===== src/rtl/foobar_pkg.sv =====
// Shared types and default constants for the foobar pulse-stream monitor.
package foobar_pkg;

   typedef enum logic {
      HUNT  = 1'b0,
      TRACK = 1'b1
   } state_t;

   typedef enum logic [1:0] {
      CLS_NUM    = 2'b00,
      CLS_FOO    = 2'b01,
      CLS_BAR    = 2'b10,
      CLS_FOOBAR = 2'b11
   } cls_t;

   localparam int FOO_DIV_DEF = 3;
   localparam int BAR_DIV_DEF = 5;
   localparam int CNT_W_DEF   = 8;

endpackage


===== src/rtl/foobar_monitor_if.sv =====
// Sample inputs and classification outputs of the foobar monitor.
// master = the side that feeds samples and reads results; slave = the monitor.
interface foobar_monitor_if
   import foobar_pkg::*;
   #(parameter int CNT_W = CNT_W_DEF)
   ();

   logic             en;
   logic             foo;
   logic             bar;
   logic             locked;
   logic             cls_valid;
   cls_t             cls;
   logic             err;
   logic [CNT_W-1:0] err_count;
   logic [CNT_W-1:0] period_count;

   modport master (
      output en, foo, bar,
      input  locked, cls_valid, cls, err, err_count, period_count
   );

   modport slave (
      input  en, foo, bar,
      output locked, cls_valid, cls, err, err_count, period_count
   );

endinterface


===== src/rtl/mod_phase.sv =====
// Modulo-N phase counter. next_ph is the phase the counter would take on the
// next advance; wrap flags that this advance lands back on phase 0.
module mod_phase #(
   parameter  int N = 3,
   localparam int W = $clog2(N)
) (
   input  logic         clk,
   input  logic         rst,
   input  logic         clr,
   input  logic         adv,
   output logic [W-1:0] next_ph,
   output logic         wrap
);

   localparam logic [W-1:0] LAST = W'(N - 1);

   logic [W-1:0] ph;

   // Successor phase, folding N-1 back to 0.
   always_comb begin
      next_ph = (ph == LAST) ? '0 : ph + 1'b1;
      wrap    = (next_ph == '0);
   end

   // Phase register: clear wins over advance.
   // NOTE: sequential state uses non-blocking assignments so every register
   // samples pre-edge values regardless of block ordering.
   always_ff @(posedge clk) begin
      if (rst || clr) ph <= '0;
      else if (adv)   ph <= next_ph;
   end

endmodule


===== src/rtl/foobar_monitor.sv =====
// Receive-side checker: aligns to the generator on a foo+bar sample, then
// predicts each pulse, classifies samples, flags and counts mismatches.
module foobar_monitor
   import foobar_pkg::*;
   #(
   parameter int FOO_DIV = FOO_DIV_DEF,
   parameter int BAR_DIV = BAR_DIV_DEF,
   parameter int CNT_W   = CNT_W_DEF
) (
   input  logic              clk,
   input  logic              rst,
   foobar_monitor_if.slave   mon
);

   state_t           state, state_n;
   logic             clr, adv;
   logic [$clog2(FOO_DIV)-1:0] nf;
   logic [$clog2(BAR_DIV)-1:0] nb;
   logic             wrap_f, wrap_b;
   logic             exp_foo, exp_bar;
   logic             cls_valid_n, err_n, err_inc, per_inc;
   cls_t             cls_n;
   logic             cls_valid_q, err_q;
   cls_t             cls_q;
   logic [CNT_W-1:0] err_cnt_q, per_cnt_q;

   mod_phase #(.N(FOO_DIV)) u_ph_foo (
      .clk(clk), .rst(rst), .clr(clr), .adv(adv), .next_ph(nf), .wrap(wrap_f)
   );

   mod_phase #(.N(BAR_DIV)) u_ph_bar (
      .clk(clk), .rst(rst), .clr(clr), .adv(adv), .next_ph(nb), .wrap(wrap_b)
   );

   assign exp_foo = (nf == '0);
   assign exp_bar = (nb == '0);

   // Next state, phase control and next output values for the current sample.
   always_comb begin
      // NOTE: every output of this block gets a default first so no path can
      // leave a value unassigned and infer a latch.
      state_n     = state;
      clr         = 1'b0;
      adv         = 1'b0;
      cls_valid_n = 1'b0;
      cls_n       = CLS_NUM;
      err_n       = 1'b0;
      err_inc     = 1'b0;
      per_inc     = 1'b0;
      if (mon.en) begin
         unique case (state)
            HUNT: begin
               if (mon.foo && mon.bar) begin
                  state_n     = TRACK;
                  clr         = 1'b1;
                  cls_valid_n = 1'b1;
                  cls_n       = CLS_FOOBAR;
               end
            end
            TRACK: begin
               if (mon.foo == exp_foo && mon.bar == exp_bar) begin
                  adv         = 1'b1;
                  cls_valid_n = 1'b1;
                  cls_n       = cls_t'({mon.bar, mon.foo});
                  // Both phases landing on 0 closes a super-period.
                  per_inc     = wrap_f && wrap_b;
               end else begin
                  err_n   = 1'b1;
                  err_inc = 1'b1;
                  clr     = 1'b1;
                  if (mon.foo && mon.bar) begin
                     // A foo+bar sample is itself a valid alignment point.
                     cls_valid_n = 1'b1;
                     cls_n       = CLS_FOOBAR;
                  end else begin
                     state_n = HUNT;
                  end
               end
            end
            default: state_n = HUNT;
         endcase
      end
   end

   // State, registered outputs and statistic counters.
   always_ff @(posedge clk) begin
      if (rst) begin
         state       <= HUNT;
         cls_valid_q <= 1'b0;
         cls_q       <= CLS_NUM;
         err_q       <= 1'b0;
         err_cnt_q   <= '0;
         per_cnt_q   <= '0;
      end else begin
         state       <= state_n;
         cls_valid_q <= cls_valid_n;
         cls_q       <= cls_n;
         err_q       <= err_n;
         if (err_inc && err_cnt_q != '1) err_cnt_q <= err_cnt_q + 1'b1;
         if (per_inc)                    per_cnt_q <= per_cnt_q + 1'b1;
      end
   end

   assign mon.locked       = (state == TRACK);
   assign mon.cls_valid    = cls_valid_q;
   assign mon.cls          = cls_q;
   assign mon.err          = err_q;
   assign mon.err_count    = err_cnt_q;
   assign mon.period_count = per_cnt_q;

endmodule


===== src/flat_wrapper.sv =====
// flat-port wrapper written by rule: the top's interface ports become plain ports
module foobar_monitor_flat import foobar_pkg::*;
#(
   parameter int FOO_DIV = FOO_DIV_DEF,
   parameter int BAR_DIV = BAR_DIV_DEF,
   parameter int CNT_W   = CNT_W_DEF
)
  (clk, rst, mon_en, mon_foo, mon_bar, mon_locked, mon_cls_valid, mon_cls, mon_err, mon_err_count, mon_period_count);
  foobar_monitor_if #(.CNT_W(CNT_W)) mon_i ();
  input  logic clk;
  input  logic rst;
  input wire logic [$bits(mon_i.en)-1:0] mon_en;
  input wire logic [$bits(mon_i.foo)-1:0] mon_foo;
  input wire logic [$bits(mon_i.bar)-1:0] mon_bar;
  output wire logic [$bits(mon_i.locked)-1:0] mon_locked;
  output wire logic [$bits(mon_i.cls_valid)-1:0] mon_cls_valid;
  output wire logic [$bits(mon_i.cls)-1:0] mon_cls;
  output wire logic [$bits(mon_i.err)-1:0] mon_err;
  output wire logic [$bits(mon_i.err_count)-1:0] mon_err_count;
  output wire logic [$bits(mon_i.period_count)-1:0] mon_period_count;
  assign mon_i.en = mon_en;
  assign mon_i.foo = mon_foo;
  assign mon_i.bar = mon_bar;
  assign mon_locked = mon_i.locked;
  assign mon_cls_valid = mon_i.cls_valid;
  assign mon_cls = mon_i.cls;
  assign mon_err = mon_i.err;
  assign mon_err_count = mon_i.err_count;
  assign mon_period_count = mon_i.period_count;
  foobar_monitor #(.FOO_DIV(FOO_DIV), .BAR_DIV(BAR_DIV), .CNT_W(CNT_W)) u_core (.clk(clk), .rst(rst), .mon(mon_i));
endmodule

===== config.mk =====
export PLATFORM = sky130hd
export DESIGN_NAME = foobar_monitor_flat
export DESIGN_NICKNAME = d
export VERILOG_FILES = /design/src/rtl/foobar_pkg.sv /design/src/rtl/foobar_monitor_if.sv /design/src/rtl/mod_phase.sv /design/src/rtl/foobar_monitor.sv /design/src/flat_wrapper.sv
export SDC_FILE = /design/constraint.sdc
export NUM_CORES = 1
export LEC_CHECK = 0
export BUFFER_PORTS_ARGS = -buffer_cell sky130_fd_sc_hd__buf_2
export CAP_MARGIN = 10
export CORE_ASPECT_RATIO = 0.9
export CORE_MARGIN = 1
export CORE_UTILIZATION = 48
export CTS_CLUSTER_SIZE = 8
export DETAILED_ROUTE_END_ITERATION = 10
export PLACE_DENSITY = 0.8
export SLEW_MARGIN = 20
export SYNTH_ARGS = -nofsm -noshare
export SYNTH_HDL_FRONTEND = slang
export SYNTH_SLANG_ARGS = --single-unit

===== constraint.sdc =====
create_clock -name clk -period 2.1 [get_ports clk]
set_clock_uncertainty 0.15 [all_clocks]
set_input_delay 0.21 -clock clk [delete_from_list [all_inputs] [get_ports clk]]
set_output_delay 0.21 -clock clk [all_outputs]
set_load 0.005 [all_outputs]

Word level (Yosys, flattened, before mapping)
Cells that the tools add are included.

Register bits after elaboration: 26.

Add/sub/neg operators: 4. Equal/unequal tests: 5. Muxes and demuxes: 19. Bitwise logic cells: 2. Reduce and logical (&&, ||, !) cells: 8.

Operator list (number): $add A8 B1 Y8 const B (2); $mux W1 (12); $ne A8 B8 Y1 const B (1); $mux W2 (3); $logic_and A1 B1 Y1 (4); $pmux W1 S2 (2); $pmux W2 S2 (1); $add A3 B1 Y3 const B (1); $eq A3 B3 Y1 const B (1); $logic_not A3 Y1 (1); $mux W3 (1); $add A2 B1 Y2 const B (1); $eq A1 B1 Y1 (2); $eq A2 B2 Y1 const B (1); $logic_not A2 Y1 (1); $not A1 Y1 (2); $reduce_or A2 Y1 (1); $logic_or A1 B1 Y1 (1).

Longest topological paths before layout
Gate-level depths: netlist of run 1.

Word-level depth: 9. Depth in mapped cells: 8. Depth with buffers taken out: 8.

Modules after synthesis
A second synthesis of run 1 with hierarchy kept.

Cells, all modules: 160. Area total of the unflattened synthesis: 1375.1 µm².

Modules (own cells, without submodules): foobar_monitor (instances 1, cells each 126, area each 1057.3 µm², sequential area each 420.4 µm²); mod_phase (u_core.u_ph_bar) (instances 1, cells each 23, area each 212.7 µm², sequential area each 60.1 µm²); mod_phase (u_core.u_ph_foo) (instances 1, cells each 11, area each 105.1 µm², sequential area each 40.0 µm²).

Worst setup path before layout of run 1
No wires, ideal clock.

Kind: reg2reg. Start point: register u_core.u_ph_bar.ph[0]. End point: register u_core.u_ph_bar.ph[0]. Setup time: 0.070 ns. Arrival: 2.050 ns. Data required time: 1.880 ns. Path slack: -0.170 ns. Stages on the path, launching flop included: 8. Path buffers: 0. Cells stage by stage: dfxtp_1 > ha_1 > nand2b_2 > a221oi_4 > xnor2_4 > a21oi_4 > or3_1 > a21oi_1.

Longest elaborated chain between the ends: 9.

RTL lines: start, declared (line mod_phase.sv:17) `logic [W-1:0] ph;`; start signal, assigned (line mod_phase.sv:30) `else if (adv) ph <= next_ph;`; $add A3 B1 Y3 or $eq A3 B3 Y1 (tied branches) (line mod_phase.sv:21) `next_ph = (ph == LAST) ? '0 : ph + 1'b1;`; $mux W3 * (line mod_phase.sv:21); $logic_not A3 Y1 (line foobar_monitor.sv:36) `assign exp_bar = (nb == '0);`; $eq A1 B1 Y1 (line foobar_monitor.sv:61) `if (mon.foo == exp_foo && mon.bar == exp_bar) begin`; $logic_and A1 B1 Y1 (line foobar_monitor.sv:61); $mux W1 (line foobar_monitor.sv:61); $pmux W1 S2 (line foobar_monitor.sv:51) `unique case (state)`; $mux W1 (line foobar_monitor.sv:50) `if (mon.en) begin`; $logic_or A1 B1 Y1 (line mod_phase.sv:29) `if (rst || clr) ph <= '0;`.

Mark *: on every way between the ends. The rest lies on a longest branch, timed or not. A chain may end at the register's enable or synchronous reset.

Worst setup path after layout of run 1
Start point: register u_core.u_ph_bar.ph[0]. End point: register u_core.u_ph_foo.ph[0].

Longest elaborated chain between the ends: 9.

RTL lines (line): $add A3 B1 Y3 or $eq A3 B3 Y1 (tied branches) (mod_phase.sv:21); $mux W3 * (mod_phase.sv:21); $logic_not A3 Y1 * (foobar_monitor.sv:36); $eq A1 B1 Y1 * (foobar_monitor.sv:61); $logic_and A1 B1 Y1 * (foobar_monitor.sv:61); $mux W1 (foobar_monitor.sv:61); $pmux W1 S2 (foobar_monitor.sv:51); $mux W1 (foobar_monitor.sv:50); $logic_or A1 B1 Y1 (mod_phase.sv:29); end signal, assigned (mod_phase.sv:30); end, declared (mod_phase.sv:17).

Marked as above.

==> metrics, run 1 <==
status=complete, but fails checks; violated checks=DRC, setup timing; number of global-route vias before repair=~1200; Core ar.=2530 sq um; Critical Path AT=2310 ps; CP max FO=7; pwr dens=466 nW/um^2; RSZ-0062 raised after global routing=true; antenna violations before repair=0; fmax=0.454 GHz; Routed WL=around 3000 microns; hpwl dp=2160 microns; vias per cell=5.62; most frequent cell after synthesis=dfxtp_1; Worst Reg-to-Reg Cells=7; drt initial violations=39; Routability Congestion=~0.8; area delta synth->final=27.0%; synthesized area per cell=9.22 sq um; # clock sinks=26; IO Port Bufs=25; Root Buffer Master=clkbuf_4; total CTS buffers=3; gr ovfl total=0; dpl ws=-143 ps; Mapped Nets=152; clock slew seen by the registers of the worst setup and hold paths=around 140 ps; sequential-to-total area share from yosys stat=between 30% and 40%; number of synthesized flops with an enable pin=0; maximum VDD drop=around 330 uV; # DRC=2; Hold Vio Cnt, Final=0; global-route wire length before repair=5020 microns; H-tree lvl count=1; pin count of the biggest net entering global routing=21; FF+latch count, synth=26; Hold Slack=75.9 ps; Clock Path Buffers=2; TritonCTS clock tree=done; nets=193; clock share of power=27.9%; Tot GR Track Use=a little over a fifth; Critical Path RT=2210 ps; sequential share of power=63.9%; Initial Utilization=52.1%; total power=around 780 uW; num ports=26; Routed wire per std cell=14.4 microns; Final Setup Violations=11; Max Slew Vio Count=0; worst setup margin=-103 ps; Cell variety after synth=41; Setup CP Type=reg -> reg; vias=1185; row count=17; ANT cells=0; Critical Path Source Type=register; Final ANT Viol Nets=0; share of layout cells above drive strength 1=35.5%; HP Class=in -> reg; area leader, netlist=dfxtp_1; area share of the largest cell type after synthesis=39.5%; Comb pwr share=between 8 and 9%; Skew-Pair Late Insertion Delay=around 320 ps; final worst path period need=2200 ps; period utilization=105%; slew margin rel.=68.2%; Hold Path Stages=2; Switching Share=a little under a quarter; top_reg_cell synth=dfxtp_1; setup_tns=-560 ps; Int Power=596 uW; die height=between 50 and 60 microns; Async SR Flop Fraction=0%; ranking of synthesized cells by area=dfxtp_1 39%, nor2_1 5.4%, xnor2_1 4.0%; drt pass-1 iters=7; leakage=0.000675 uW; Worst Max-Slew Pin Slew=474 ps; chip width=57.3 microns; synth warn=0; Worst setup EP type=register; cells after synthesis=143; # Max-Cap Violations=0; mapped cell area=between 1000 and 1500 sq um; switching power=185 uW; die area=2960 sq um; list of most frequent post-synthesis cells=26 x dfxtp_1, 19 x nor2_1, 12 x nand2_1
-- layer usage --
metal / routed length, microns / track usage, % / up-vias
met5: 0 / 0 / -
met4: 48 / 5.69 / 0
met3: 133 / 4.48 / 6
met2: 1440 / 38.6 / 29
met1: 1410 / 26.3 / 559
li1: - / - / 591
-- cells in the final DEF, fill, tap and decap left out, drive strengths merged, types with 2 or more instances in the layout --
cell type / Yosys / layout
a211oi: 5 / 5
a21oi: 10 / 10
a221oi: 2 / 2
a31oi: 3 / 3
buf: 1 / 40
clkbuf: 4 / 4
dfxtp: 26 / 26
ha: 4 / 4
inv: 5 / 5
mux2i: 2 / 2
nand2: 12 / 12
nand2b: 2 / 2
nand3: 8 / 8
nand4: 4 / 4
nor2: 19 / 19
nor2b: 3 / 3
nor3: 3 / 3
nor3b: 2 / 2
or3: 2 / 2
xnor2: 8 / 8
xor2: 5 / 5
-- critical path: stages, from the launching register on --
cell and delay [ps]:
dfxtp_4 380, ha_2 190, nand2b_4 150, a221oi_4 390
xnor2_4 230, nand2_2 120, or3_1 370, a21oi_2 160
-- flip-flops by register name, summed over array words and instances (netlist names) --
register and cells:
u_core.u_ph_bar.ph 3, u_core.mon.err 1, u_core.mon.period_count 8, u_core.mon.err_count 8
u_core.mon.cls 2, u_core.mon.locked 1, u_core.mon.cls_valid 1, u_core.u_ph_foo.ph 2
-- power by group through the flow --
stage	Combinational, uW	Clock [uW]	Sequential, uW
global placement	55.1	0	509
detailed placement	56.5	0	510
CTS	60.8	224	499
floorplan	39.5	0	510
finish	63.9	218	499
global route	68.4	240	499
-- through the flow --
stage / utilization [%] / std cells / instance area [sq um]
2_1_floorplan: - / 143 / 1350
3_3_place_gp: 62.0 / 202 / 1570
3_5_place_dp: 62.0 / 202 / 1570
4_1_cts: 65.5 / 210 / 1660
5_1_grt: 66.2 / 211 / 1680
6_report: 66.2 / 211 / 1680
-- final cells by class --
type / count / area, sq um
fill: 210 / 856
multi-input combinational: 107 / 822
sequential: 26 / 526
timing repair buffer: 41 / 248
tap: 28 / 35.0
clock buffer: 4 / 26.3
inverter: 5 / 18.8
-- kinds of logic (layout without fill, tap and decap cells) --
group | count (synthesis) | count (layout) | synth area share, %
simple gates | 59 | 59 | 22.7
buf+inv | 10 | 50 | 2.94
compound gates | 29 | 29 | 19.0
fa+ha+maj | 4 | 4 | 3.80
mux | 2 | 2 | 1.52
flops | 26 | 26 | 39.5
xor+xnor | 13 | 13 | 10.6
-- worst paths after layout --
check                                          startpoint                                 endpoint  slack, ps
hold reg to reg   u_core.mon.period_count[7]$_SDFFE_PP0P_  u_core.mon.period_count[7]$_SDFFE_PP0P_        390
setup reg to reg       u_core.u_ph_bar.ph[0]$_SDFFE_PP0P_       u_core.u_ph_foo.ph[0]$_SDFFE_PP0P_       -100
setup / recovery       u_core.u_ph_bar.ph[0]$_SDFFE_PP0P_       u_core.u_ph_foo.ph[0]$_SDFFE_PP0P_       -100
hold / removal                                    mon_foo             u_core.mon.cls[0]$_SDFF_PP0_         80
-- timing repair --
| item | in CTS | in global routing |
|---|---|---|
| gates resized for setup | 8 | 2 |
| pin swaps | 8 | 8 |
| endpoints found under the hold margin | 1 | 0 |
| hold buffers | 1 | 0 |
| buffers inserted | 3 | 1 |
| endpoints found under the setup margin | 15 | 20 |
| gates cloned | 0 | 0 |
(Power assumes the default switching activity.)
==> run 2, diff against run 1 <==
CORE_UTILIZATION = 49   (was 48)
PLACE_DENSITY = 0.81   (was 0.8)
SYNTH_HIERARCHICAL = 1   (was unset)
==> run 2 against run 1 <==
Compared with the run above:
- the flow still finishes with violations (DRC, setup timing)
- sequential cell count did not move
- via count rose by 25%
- routed wire length rose by 35%
- fmax fell by 14%
- sequential share of layout area fell by 5.0 points
- setup slack got worse by 360 ps
- first-iteration DRC count fell by 36%
- synthesized cell count rose by 12%
- clock power rose by 19%
- power rose by 9.3%
- die area rose by 2.1%
- critical endpoint is now u_core/mon.err_count[6]$_SDFFE_PP0P_
- highest routed layer unchanged
==> metrics, run 2 <==
area share of the largest cell type after synthesis=37.9% (-1.6 points); Max stage delay on crit path=480 ps (+90 ps); cts hold-fix bufs=0 (-1); total power=853 uW (+9.3%); # DRC=2 (unchanged); area delta synth->final=45.8%; setup_tns=-8190 ps (-7630 ps); Hold Vio Cnt, Final=0 (unchanged); vias per cell=6.26 (+12%); list of most frequent post-synthesis cells=26 x dfxtp_1, 15 x a21oi_1, 11 x nand2_1, 11 x nor2_1, 7 x nand3_1; maximum VDD drop=511 uV (+55%); drt pass-1 iters=9 (+2); slew margin rel.=60.8% (-7.4 points); final worst path period need=2570 ps (+364 ps); mapped cell area=1380 sq um (+4.3%); nets=218 (+13%); most common cell after layout, fill and taps aside=buf_2; pwr dens=426 nW/um^2 (-8.6%); Cell variety after synth=42 (+2.4%); Setup CP Type=reg -> reg; Worst setup EP type=register; FF/Latch Area=528 sq um (+0.48%); number of global-route vias before repair=1284 (+8.6%); Final ANT Viol Nets=0 (unchanged); share of layout cells above drive strength 1=46.2% (+11 points); TritonCTS clock tree=done; vias=1478 (+25%); Routed WL=4090 microns (+35%); CP max FO=7 (unchanged); HP Class=in -> reg; drt initial violations=25 (-36%); IO Port Bufs=25 (unchanged); # clock sinks=26 (unchanged); fmax=0.390 GHz (-14%); Tot GR Track Use=25.3% (+3.8 points); status=complete, but fails checks; antenna violations before repair=0 (unchanged); Critical Path Source Type=register; M1 GR Usage=30.4% (+4.1 points); RSZ-0062 raised after global routing=true; GRT Max-Usage Layer=met2; die area=3020 sq um (+2.1%); row count=17 (unchanged); Core ar.=2550 sq um (+0.84%); Routed wire per std cell=17.3 microns (+20%); footprint of the multi-input gates=1010 sq um (+23%); die height=52.3 microns (+1.0%); pin count of the biggest net entering global routing=30 (+43%); hpwl dp=2450 microns (+13%); Routability Congestion=0.818 (-0.20%); Util after Layout=78.5% (+12 points); clock slew seen by the registers of the worst setup and hold paths=140 ps (about the same); M2 GR Usage=43.3% (+4.7 points); ranking of synthesized cells by area=dfxtp_1 38%, a21oi_1 5.5%, ha_1 3.6%; number of synthesized flops with an enable pin=0 (unchanged); Async SR Flop Fraction=0% (unchanged); total CTS buffers=3 (unchanged); most frequent cells in the layout=25 x buf_2, 24 x dfxtp_1, 20 x buf_4; num ports=26 (unchanged); synthesized area per cell=8.59 sq um (-6.8%); worst setup margin=-467 ps (-364 ps); ANT cells=0 (unchanged); Critical Path, Cell by Cell=inv_2 -> ha_4 -> nor2_2 -> mux2_4 -> nor4_4 -> a211oi_4 -> buf_6 -> or4_4 -> a221oi_2; global-route wire length before repair=5800 microns (+16%); Root Buffer Master=clkbuf_4; chip width=57.8 microns (+1.0%); sequential-to-total area share from yosys stat=37.9% (-1.6 points); slowest CP cell=or4_4; Worst Max-Slew Pin Slew=587 ps (+113 ps); H-tree lvl count=1 (unchanged); GR Layer Usage met3=6.17% (+1.7 points); area leader, netlist=dfxtp_1; Final Setup Violations=25 (+14); Skew-Pair Late Insertion Delay=340 ps (+20 ps); synth warn=6 (+6); Mapped Nets=169 (+11%); Critical Path AT=2660 ps (+350 ps); gr ovfl total=0 (unchanged); top_reg_cell synth=dfxtp_1; Clock Path Buffers=2 (unchanged); cells after synthesis=160 (+12%); FF+latch count, synth=26 (unchanged); most frequent cell after synthesis=dfxtp_1; period utilization=122% (+17 points); fill count=166 (-21%); Initial Utilization=53.9% (+1.8 points); Critical Path RT=2200 ps (about the same); Max Slew Vio Count=0 (unchanged); leakage=0.000749 uW (+11%); # Max-Cap Violations=0 (unchanged); violated checks=DRC, setup timing
## run 2: metrics by stage
stage | instances | hold WS [ps] | cell area, sq um | setup slack (ps)
floorplan | 160 | 125 | 1460 | -419
global placement | 223 | 308 | 1710 | -307
detailed placement | 223 | 330 | 1710 | -405
CTS | 230 | 66.6 | 1810 | -390
global route | 236 | 47.6 | 2000 | -535
finish | 236 | 48.1 | 2000 | -467
## run 2: logic make-up after synthesis
family / synth area share (%)
and+or+nand+nor: 29.7
AOI/OAI and AO/OA: 18.2
DFF: 37.9
buffers and inverters: 4.55
muxes: 5.46
adders and majority gates: 3.64
xor gates and xnor gates: 0.637
## run 2: area by class of cell
class	count	area share (%)
timing repair buffer	53	18.2
sequential	26	26.3
clock buffer	4	1.81
inverter	6	1.25
multi-input combinational	119	50.6
tap	28	1.75
## run 2: critical path, delay by kind of cell (launching register included)
family / cells / cell delay, ps
AND/OR/NAND/NOR: 3 / 880
AO/OA/AOI/OAI: 2 / 400
flip-flops: 1 / 380
multiplexers: 1 / 270
buffers and inverters: 2 / 230
adder cells (fa/ha/maj): 1 / 160
## run 2: timing repair
action,CTS,global route
endpoints found under the setup margin,24,26
endpoints found under the hold margin,0,0
gates cloned,0,1
gates resized for setup,9,33
pin swaps,6,30
setup buffers,3,8
## run 2: path summary, 6_finish.rpt
kind	from	endpoint	slack (ps)	depth (start not counted)
worst max register to register	u_core/u_ph_bar/ph[0]$_SDFFE_PP0P_	u_core/mon.err_count[6]$_SDFFE_PP0P_	-470	9
worst max-delay path	u_core/u_ph_bar/ph[0]$_SDFFE_PP0P_	u_core/mon.err_count[6]$_SDFFE_PP0P_	-470	9
worst min-delay path	mon_bar	u_core/mon.cls[1]$_SDFF_PP0_	50	2
worst min register to register	u_core/mon.period_count[7]$_SDFFE_PP0P_	u_core/mon.period_count[7]$_SDFFE_PP0P_	360	2
## run 2: routing by layer
metal | part of all wire (%) | vias up
li1 | - | 694
met1 | 42 | 716
met2 | 51 | 58
met3 | 5.4 | 10
met4 | 1.8 | 0
met5 | 0 | -
## run 2: power by group
part           internal [uW]  switching (uW)  leakage (uW)
Clock                    106             154     0.0000210
Sequential               494            2.41      0.000211
Combinational           41.5            54.3      0.000516
